**config.mk**
```make
export PLATFORM = sky130hd
export DESIGN_NAME = keypad_scanner_flat
export DESIGN_NICKNAME = d
export VERILOG_FILES = /design/src/rtl/keypad_if.sv /design/src/rtl/keypad_scanner.sv /design/src/flat_wrapper.sv
export SDC_FILE = /design/constraint.sdc
export NUM_CORES = 1
export LEC_CHECK = 0
export ABC_CLOCK_PERIOD_IN_PS = 4200
export BUFFER_PORTS_ARGS = -buffer_cell sky130_fd_sc_hd__buf_2
export CAP_MARGIN = 5
export CORE_ASPECT_RATIO = 2
export CORE_MARGIN = 2
export CORE_UTILIZATION = 45
export CTS_CLUSTER_DIAMETER = 100
export CTS_CLUSTER_SIZE = 14
export DETAILED_ROUTE_END_ITERATION = 16
export PLACE_DENSITY = 0.7
export SYNTH_ARGS = -nofsm -noshare
export SYNTH_HDL_FRONTEND = slang
export SYNTH_SLANG_ARGS = --single-unit
```
**constraint.sdc**
```tcl
create_clock -name clk -period 4.2 [get_ports clk]
set_input_delay 0.21 -clock clk [delete_from_list [all_inputs] [get_ports clk]]
set_output_delay 0.21 -clock clk [all_outputs]
set_load 0.03 [all_outputs]
```
**src/rtl/keypad_if.sv**
```systemverilog
// Keypad scanner pin bundle: row strobes out, column sense in,
// decoded key code, valid pulse and the shifted entry value.
interface keypad_if;
   logic [3:0]  row;
   logic [3:0]  col;
   logic [3:0]  key_code;
   logic        key_valid;
   logic [15:0] value;

   modport master (
      output row, key_code, key_valid, value,
      input  col
   );

   modport slave (
      input  row, key_code, key_valid, value,
      output col
   );
endinterface

```
**src/rtl/keypad_scanner.sv**
```systemverilog
// 4x4 matrix keypad scanner: active-low row strobe, synchronized
// column sense, press/release debounce, 4-digit shift-in entry register.
module keypad_scanner #(
   parameter int SCAN_DIV        = 50000,
   parameter int DEBOUNCE_CYCLES = 500000
) (
   input logic      clk,
   input logic      rst,
   keypad_if.master kp
);

   localparam int DW = (SCAN_DIV > 1) ? $clog2(SCAN_DIV) : 1;
   localparam int BW = (DEBOUNCE_CYCLES > 1) ? $clog2(DEBOUNCE_CYCLES) : 1;
   localparam logic [DW-1:0] DIV_MAX = DW'(SCAN_DIV - 1);
   localparam logic [BW-1:0] DEB_MAX = BW'(DEBOUNCE_CYCLES - 1);

   typedef enum logic [1:0] {SCAN, DEBOUNCE, HELD} state_t;

   state_t      state_q, state_d;
   logic [3:0]  col_meta_q, col_meta_d;
   logic [3:0]  col_s_q, col_s_d;
   logic [DW-1:0] div_q, div_d;
   logic [BW-1:0] deb_q, deb_d;
   logic [1:0]  ridx_q, ridx_d;
   logic [1:0]  cidx_q, cidx_d;
   logic [3:0]  cap_q, cap_d;
   logic [3:0]  row_q, row_d;
   logic [3:0]  key_code_q, key_code_d;
   logic        key_valid_q, key_valid_d;
   logic [15:0] value_q, value_d;

   logic [1:0]  low_col;
   logic [3:0]  code;

   always_comb begin
      low_col = 2'd0;
      priority case (1'b1)
         !col_s_q[0]: low_col = 2'd0;
         !col_s_q[1]: low_col = 2'd1;
         !col_s_q[2]: low_col = 2'd2;
         !col_s_q[3]: low_col = 2'd3;
         default:     low_col = 2'd0;
      endcase
   end

   always_comb begin
      code = 4'h0;
      case ({ridx_q, cidx_q})
         4'd0:  code = 4'h1;
         4'd1:  code = 4'h2;
         4'd2:  code = 4'h3;
         4'd3:  code = 4'hA;
         4'd4:  code = 4'h4;
         4'd5:  code = 4'h5;
         4'd6:  code = 4'h6;
         4'd7:  code = 4'hB;
         4'd8:  code = 4'h7;
         4'd9:  code = 4'h8;
         4'd10: code = 4'h9;
         4'd11: code = 4'hC;
         4'd12: code = 4'hE;
         4'd13: code = 4'h0;
         4'd14: code = 4'hF;
         default: code = 4'hD;
      endcase
   end

   always_comb begin
      state_d     = state_q;
      col_meta_d  = kp.col;
      col_s_d     = col_meta_q;
      div_d       = div_q;
      deb_d       = deb_q;
      ridx_d      = ridx_q;
      cidx_d      = cidx_q;
      cap_d       = cap_q;
      key_code_d  = key_code_q;
      key_valid_d = 1'b0;
      value_d     = value_q;
      unique case (state_q)
         SCAN: begin
            if (div_q == DIV_MAX) begin
               div_d = '0;
               if (col_s_q == 4'hF) begin
                  ridx_d = ridx_q + 2'd1;
               end else begin
                  cap_d   = col_s_q;
                  cidx_d  = low_col;
                  deb_d   = '0;
                  state_d = DEBOUNCE;
               end
            end else begin
               div_d = div_q + 1'b1;
            end
         end
         DEBOUNCE: begin
            if (col_s_q == cap_q) begin
               if (deb_q == DEB_MAX) begin
                  key_code_d  = code;
                  value_d     = {value_q[11:0], code};
                  key_valid_d = 1'b1;
                  deb_d       = '0;
                  state_d     = HELD;
               end else begin
                  deb_d = deb_q + 1'b1;
               end
            end else begin
               div_d   = '0;
               state_d = SCAN;
            end
         end
         HELD: begin
            // any low column restarts the release window
            if (col_s_q == 4'hF) begin
               if (deb_q == DEB_MAX) begin
                  deb_d   = '0;
                  div_d   = '0;
                  ridx_d  = ridx_q + 2'd1;
                  state_d = SCAN;
               end else begin
                  deb_d = deb_q + 1'b1;
               end
            end else begin
               deb_d = '0;
            end
         end
         default: state_d = SCAN;
      endcase
      row_d = ~(4'b0001 << ridx_d);
   end

   always_ff @(posedge clk) begin
      if (rst) begin
         state_q     <= SCAN;
         col_meta_q  <= 4'hF;
         col_s_q     <= 4'hF;
         div_q       <= '0;
         deb_q       <= '0;
         ridx_q      <= 2'd0;
         cidx_q      <= 2'd0;
         cap_q       <= 4'hF;
         row_q       <= 4'b1110;
         key_code_q  <= 4'h0;
         key_valid_q <= 1'b0;
         value_q     <= 16'h0000;
      end else begin
         state_q     <= state_d;
         col_meta_q  <= col_meta_d;
         col_s_q     <= col_s_d;
         div_q       <= div_d;
         deb_q       <= deb_d;
         ridx_q      <= ridx_d;
         cidx_q      <= cidx_d;
         cap_q       <= cap_d;
         row_q       <= row_d;
         key_code_q  <= key_code_d;
         key_valid_q <= key_valid_d;
         value_q     <= value_d;
      end
   end

   assign kp.row       = row_q;
   assign kp.key_code  = key_code_q;
   assign kp.key_valid = key_valid_q;
   assign kp.value     = value_q;

endmodule

```
**src/flat_wrapper.sv**
```systemverilog
// flat-port wrapper written by rule: the top's interface ports become plain ports
module keypad_scanner_flat 
#(
   parameter int SCAN_DIV        = 50000,
   parameter int DEBOUNCE_CYCLES = 500000
)
  (clk, rst, kp_row, kp_key_code, kp_key_valid, kp_value, kp_col);
  keypad_if kp_i ();
  input logic clk;
  input logic rst;
  output wire logic [$bits(kp_i.row)-1:0] kp_row;
  output wire logic [$bits(kp_i.key_code)-1:0] kp_key_code;
  output wire logic [$bits(kp_i.key_valid)-1:0] kp_key_valid;
  output wire logic [$bits(kp_i.value)-1:0] kp_value;
  input wire logic [$bits(kp_i.col)-1:0] kp_col;
  assign kp_row = kp_i.row;
  assign kp_key_code = kp_i.key_code;
  assign kp_key_valid = kp_i.key_valid;
  assign kp_value = kp_i.value;
  assign kp_i.col = kp_col;
  keypad_scanner #(.SCAN_DIV(SCAN_DIV), .DEBOUNCE_CYCLES(DEBOUNCE_CYCLES)) u_core (.clk(clk), .rst(rst), .kp(kp_i));
endmodule
```
# Yosys cells after proc, flatten, opt, wreduce, memory -nomap -nowiden
# Memories as Yosys holds them, arrays and structs flattened.
# Cells that the tools add are included.
# Widths: inputs -> output; s select.
[op_classes]
n_reduce_logical = 8
div = 0
n_mux = 28
bitwise_logic = 4
shift = 1
magnitude_cmp = 0
mul = 0
eq_ne = 13
addsub = 3
[op_table]
columns = ["operator", "n"]
rows = [
  ["$mux 19", 5],
  ["$mux 16", 4],
  ["$pmux 19 s3", 1],
  ["$pmux 16 s3", 1],
  ["$mux 2", 14],
  ["$add 19x1->19 const B", 1],
  ["$eq 19x19->1 const B", 1],
  ["$add 16x1->16 const B", 1],
  ["$eq 16x16->1 const B", 1],
  ["$ne 2x1->1 const B", 4],
  ["$reduce_and 4->1", 2],
  ["$pmux 2 s3", 1],
  ["$reduce_and 3->1", 2],
  ["$reduce_and 5->1", 1],
  ["$eq 4x4->1", 1],
  ["$eq 4x4->1 const B", 1],
  ["$ne 2x2->1 const B", 2],
  ["$not 4->4", 1],
  ["$pmux 2 s2", 1],
  ["$shl 1x2->4 const A", 1],
  ["$ne 3x3->1 const B", 1],
  ["$not 1->1", 3],
  ["$reduce_bool 3->1", 1],
  ["$reduce_or 3->1", 1],
  ["other kinds (5)", 5],
]
[totals]
latch_bits = 0
output_inout_bits = 25
mem_bits_ro = 64
reg_bits = 78
input_bits = 6
ram_bits = 0
mem_count = 1
[memory_table]
columns = ["name", "words", "width", "rd", "rd_ports_with_merged_regs", "wr", "line_no", "source"]
rows = [
  ["(name not given)", 16, 4, 1, 0, 0, "keypad_scanner.sv:48", "case ({ridx_q, cidx_q})"],
]

# Depth between registers and ports, before layout
[depth]
ltp_word = 6
depth_mapped = 9

# Worst setup path after synthesis
# No wires, ideal clock.
[synth_path]
path_kind = "register to register"
from = "reg u_core.deb_q[0]"
to = "reg u_core.deb_q[16]"
required_ps = 4130
path_slack_ps = 1994
t_arrival_ps = 2137
stages_incl_launch_ff = 7
period_less_slack_ps = 2206
setup_ps = 70
cell_sequence = "dfxtp_1 -> ha_1 -> nand2_1 -> or3_2 -> or4b_1 -> or4_1 -> a21oi_1"
[synth_between]
elab_chain_cells = 4
word_cells_on_any_way = 6
cone_classes = "add/sub: 1; eq/ne: 1; mux: 4"
[synth_rtl]
columns = ["element", "line_no", "source"]
rows = [
  ["from (decl)", "keypad_scanner.sv:23", "logic [BW-1:0] deb_q, deb_d;"],
  ["from (signal assigned)", "keypad_scanner.sv:138", "deb_q <= '0;"],
  ["from (signal assigned)", "keypad_scanner.sv:151", "deb_q <= deb_d;"],
  ["$add 19x1->19 / $eq 19x19->1 (equally long branches)", "-", ""],
  ["$mux 19 (*)", "keypad_scanner.sv:98, keypad_scanner.sv:115", ""],
  ["$mux 19 (on tied branches)", "keypad_scanner.sv:114, keypad_scanner.sv:97", ""],
  ["$pmux 19 s3 (*)", "keypad_scanner.sv:80", "unique case (state_q)"],
]
# Every way passes the cells marked *; elsewhere a longest branch is shown, timed or not. The select of a mux whose other input is x is not followed.
# A chain may end at the register's enable or synchronous reset.

# Worst setup path after layout
[layout_path]
from = "reg u_core.div_q[0]"
to = "reg u_core.deb_q[3]"
[layout_between]
elab_chain_cells = 3
[layout_rtl]
columns = ["element", "line_no", "source"]
rows = [
  ["from (decl)", "keypad_scanner.sv:22", "logic [DW-1:0] div_q, div_d;"],
  ["from (signal assigned)", "keypad_scanner.sv:150", "div_q <= div_d;"],
  ["$eq 16x16->1", "keypad_scanner.sv:82", "if (div_q == DIV_MAX) begin"],
  ["$ne 2x1->1 (no line)", "-", ""],
  ["$reduce_and 4->1 (no line)", "-", ""],
]
# Every way passes these cells.

==> impl_metrics.tcl <==
set metrics [dict create \
    clkSinkCount 74 \
    synth-seq-cells 74 \
    fillers 796 \
    synth_edf_count 0 \
    grt_first_pass_wirelength_um 15700 \
    grt_antenna_before_repair 0 \
    cts_buffer_depth 2 \
    overflow 0 \
    ios 31 \
    skew_ns 0.00809 \
    rsz0062_at_grt "false" \
    hold_class "primary input to flop" \
    insertion_delay_ns 0.34 \
    highest_layer "met4" \
    clockPowerShare_pct 50.4 \
    first_pass_iters 4 \
    yosys_warnings 0 \
    swShare_pct 23.2 \
    worstPathArrival_ns 3.02 \
    synth_cell_types 57 \
    post_cts_buffers 0 \
    avgSynthCellArea_um2 8.74 \
    start_util_pct 46.7 \
    leakagePower_nw 1.64 \
    post-route-period-util_pct 65.3 \
    cp-start-kind "flop" \
    cap_violations 0 \
    met1_length_um 3560 \
    synth_cells 443 \
    post_cts_resized 0 \
    rows 47 \
    gp_congestion 0.861 \
    grt_max_degree 59 \
    wl_met2_um 5300 \
    cts_tree "built" \
    r2r_start "u_core.div_q[0]" \
    cts_buffers 9 \
    placed_area_um2 4010 \
    switchingPower_mw 0.360 \
    tns_ns 0 \
    fin_crit_ns 2.74 \
    dieWidth_um 69.6 \
    cp.required_ns 4.47 \
    diodes 0 \
    dpl.hpwl_um 6500 \
    final_cells 558 \
    antenna_left 0 \
    drt-initial-drc-count 263 \
    maxSlewViolCount 0 \
    pwr-share-comb_pct 3.3 \
    hold_buffers 0 \
    area_growth_pct 11.4 \
    synth_area_um2 3870 \
    status "finished clean" \
    drc 0 \
    yosysSeqAreaShare_pct 38.3 \
    setup_viol 0 \
    drive_gt1_share_pct 16.3 \
    first_global_vias 3368 \
    ir_worst_vdd_v 0.000220 \
    totalWireLength_um 9450 \
    finalHoldViolCount 0 \
    numPortBuffers 30 \
    vias 3462 \
    seqPwrFrac_pct 46.3 \
    crit_fanout 33 \
    syn-num-nets 460 \
    h-tree-depth 3 \
    p_per_area_nw_per_um2 361 \
    placed_cells 542 \
    die-height_um 135 \
    hold_start "kp_col[1]" \
    slew_headroom_pct 15.1 \
    cp-startpoint "u_core.div_q[0]" \
    fin_util_pct 52.0 \
    nNetsFinal 472 \
    post_drt_wl_per_cell_um 16.9 \
    cts-root-buf "clkbuf_16" \
    routed-wl-met3_um 253 \
    worst_pin_slew_ns 1.27 \
    grt_use_total_pct 20.7 \
    fin_worst_hold_slack_ns 0.0445 \
    core-area_um2 8290 \
    clkTransAtPathRegs_ns 0.06 \
    fmax_mhz 364 \
    ys_async_sr_fraction_pct 0 \
    p_int_mw 1.20 \
    endpoint_kind "flop" \
    path_class "flop to flop" \
    stdcell_area_um2 4310 \
    ys.flop_type "dfxtp_1" \
    die-area_um2 9410 \
    viasPerCell 6.20 \
]
state kept, by name (all words and copies together), names as in the netlist:
| name | flops |
|---|---|
| u_core.kp.value | 16 |
| u_core.col_s_q | 4 |
| u_core.ridx_q | 2 |
| u_core.kp.row | 4 |
| u_core.state_q | 2 |
| u_core.kp.key_valid | 1 |
| u_core.cidx_q | 2 |
| u_core.deb_q | 19 |
| u_core.cap_q | 4 |
| u_core.div_q | 16 |
| u_core.col_meta_q | 4 |
layout by cell type (no fill, tap or decap), drive strengths merged, types with 2 or more instances in the layout:
cell type / count
o21ai: 16
o22ai: 5
o31ai: 15
nor2: 32
a211oi: 9
nand2: 31
or2: 11
a211o: 3
nor2b: 3
nor4b: 5
nand4b: 2
ha: 11
nand2b: 2
a31oi: 14
clkbuf: 10
nand3: 9
nor3b: 2
and4: 6
mux2: 2
nand4: 18
or4: 11
or3: 10
a311oi: 13
xor2: 4
a221oi: 2
a21oi: 24
nor3: 10
inv: 12
dfxtp: 74
mux2i: 20
o211ai: 5
buf: 36
and3: 9
a41oi: 2
or4b: 4
per-stage QoR:
step,setup slack (ns),power (mW)
global placement,1.56,0.785
detailed placement,1.51,0.787
finish,1.46,1.56
CTS,1.47,1.57
global route,1.23,1.60
floorplan,1.99,0.772
synth_stat cells (3+ instances only):
cell / count / area, um2
or3_1: 6 / 37.5
o211ai_1: 5 / 37.5
nand2_1: 31 / 116
buf_4: 6 / 45.0
nor3_1: 10 / 50.1
a211oi_1: 9 / 67.6
a311oi_1: 13 / 114
a31oi_1: 14 / 87.6
ha_1: 11 / 138
buf_2: 6 / 30.0
or2_2: 11 / 68.8
a21oi_1: 24 / 120
nor4b_1: 5 / 43.8
o21ai_0: 15 / 75.1
dfxtp_1: 74 / 1480
o22ai_1: 5 / 31.3
and4_1: 6 / 52.6
or4_1: 11 / 82.6
nor2b_1: 3 / 18.8
mux2i_1: 20 / 200
xor2_1: 4 / 35.0
nor2_1: 32 / 120
inv_1: 9 / 33.8
o31ai_1: 14 / 105
nand4_1: 17 / 106
a211o_1: 3 / 26.3
and3_1: 9 / 56.3
nand3_1: 9 / 45.0
clkbuf_1: 21 / 78.8
or3_2: 4 / 30.0
routing by layer:
metal  vias up  GRT usage (%)
li1       1721              -
met1      1648           20.6
met2        69           39.0
met3        24           4.24
met4         0           11.9
met5         -              0
power groups by stage:
stage	Clock, mW	Sequential [mW]	Combinational, mW
finish	0.784	0.720	0.0514
global route	0.826	0.721	0.0566
CTS	0.801	0.720	0.0517
detailed placement	0	0.736	0.0516
global placement	0	0.735	0.0500
floorplan	0	0.736	0.0361
cell families after synthesis:
| logic type | count (synthesis) | synth area share [%] |
|---|---|---|
| flops | 74 | 38.3 |
| fa+ha+maj | 11 | 3.56 |
| buf+inv | 44 | 5.43 |
| xor+xnor | 4 | 0.905 |
| simple gates | 169 | 24.8 |
| compound gates | 119 | 21.3 |
| mux | 22 | 5.75 |
layout make-up:
cell class / instances / area (um2) / area share (%)
timing repair buffer: 36 / 195 / 4.52
clock buffer: 10 / 229 / 5.31
tap: 98 / 123 / 2.84
inverter: 9 / 33.8 / 0.783
multi-input combinational: 325 / 2180 / 50.5
clock inverter: 6 / 72.6 / 1.68
sequential: 74 / 1480 / 34.3
critical path, cell delays in order, from the launching register on:
cell,delay (ns)
dfxtp_1,0.34
ha_1,0.27
and3_1,0.25
and4_1,0.30
a21boi_2,0.99
o31ai_1,0.16
buf_4,0.23
a21oi_1,0.12
final timing paths:
kind	slack [ns]	cells after the start	endpoint
min reg2reg	0.41	1	u_core.col_s_q[0]
max	1.46	7	u_core.deb_q[3]
max reg2reg	1.46	7	u_core.deb_q[3]
min	0.04	2	u_core.col_meta_q[1]
Power figures use the tool's default switching activity.
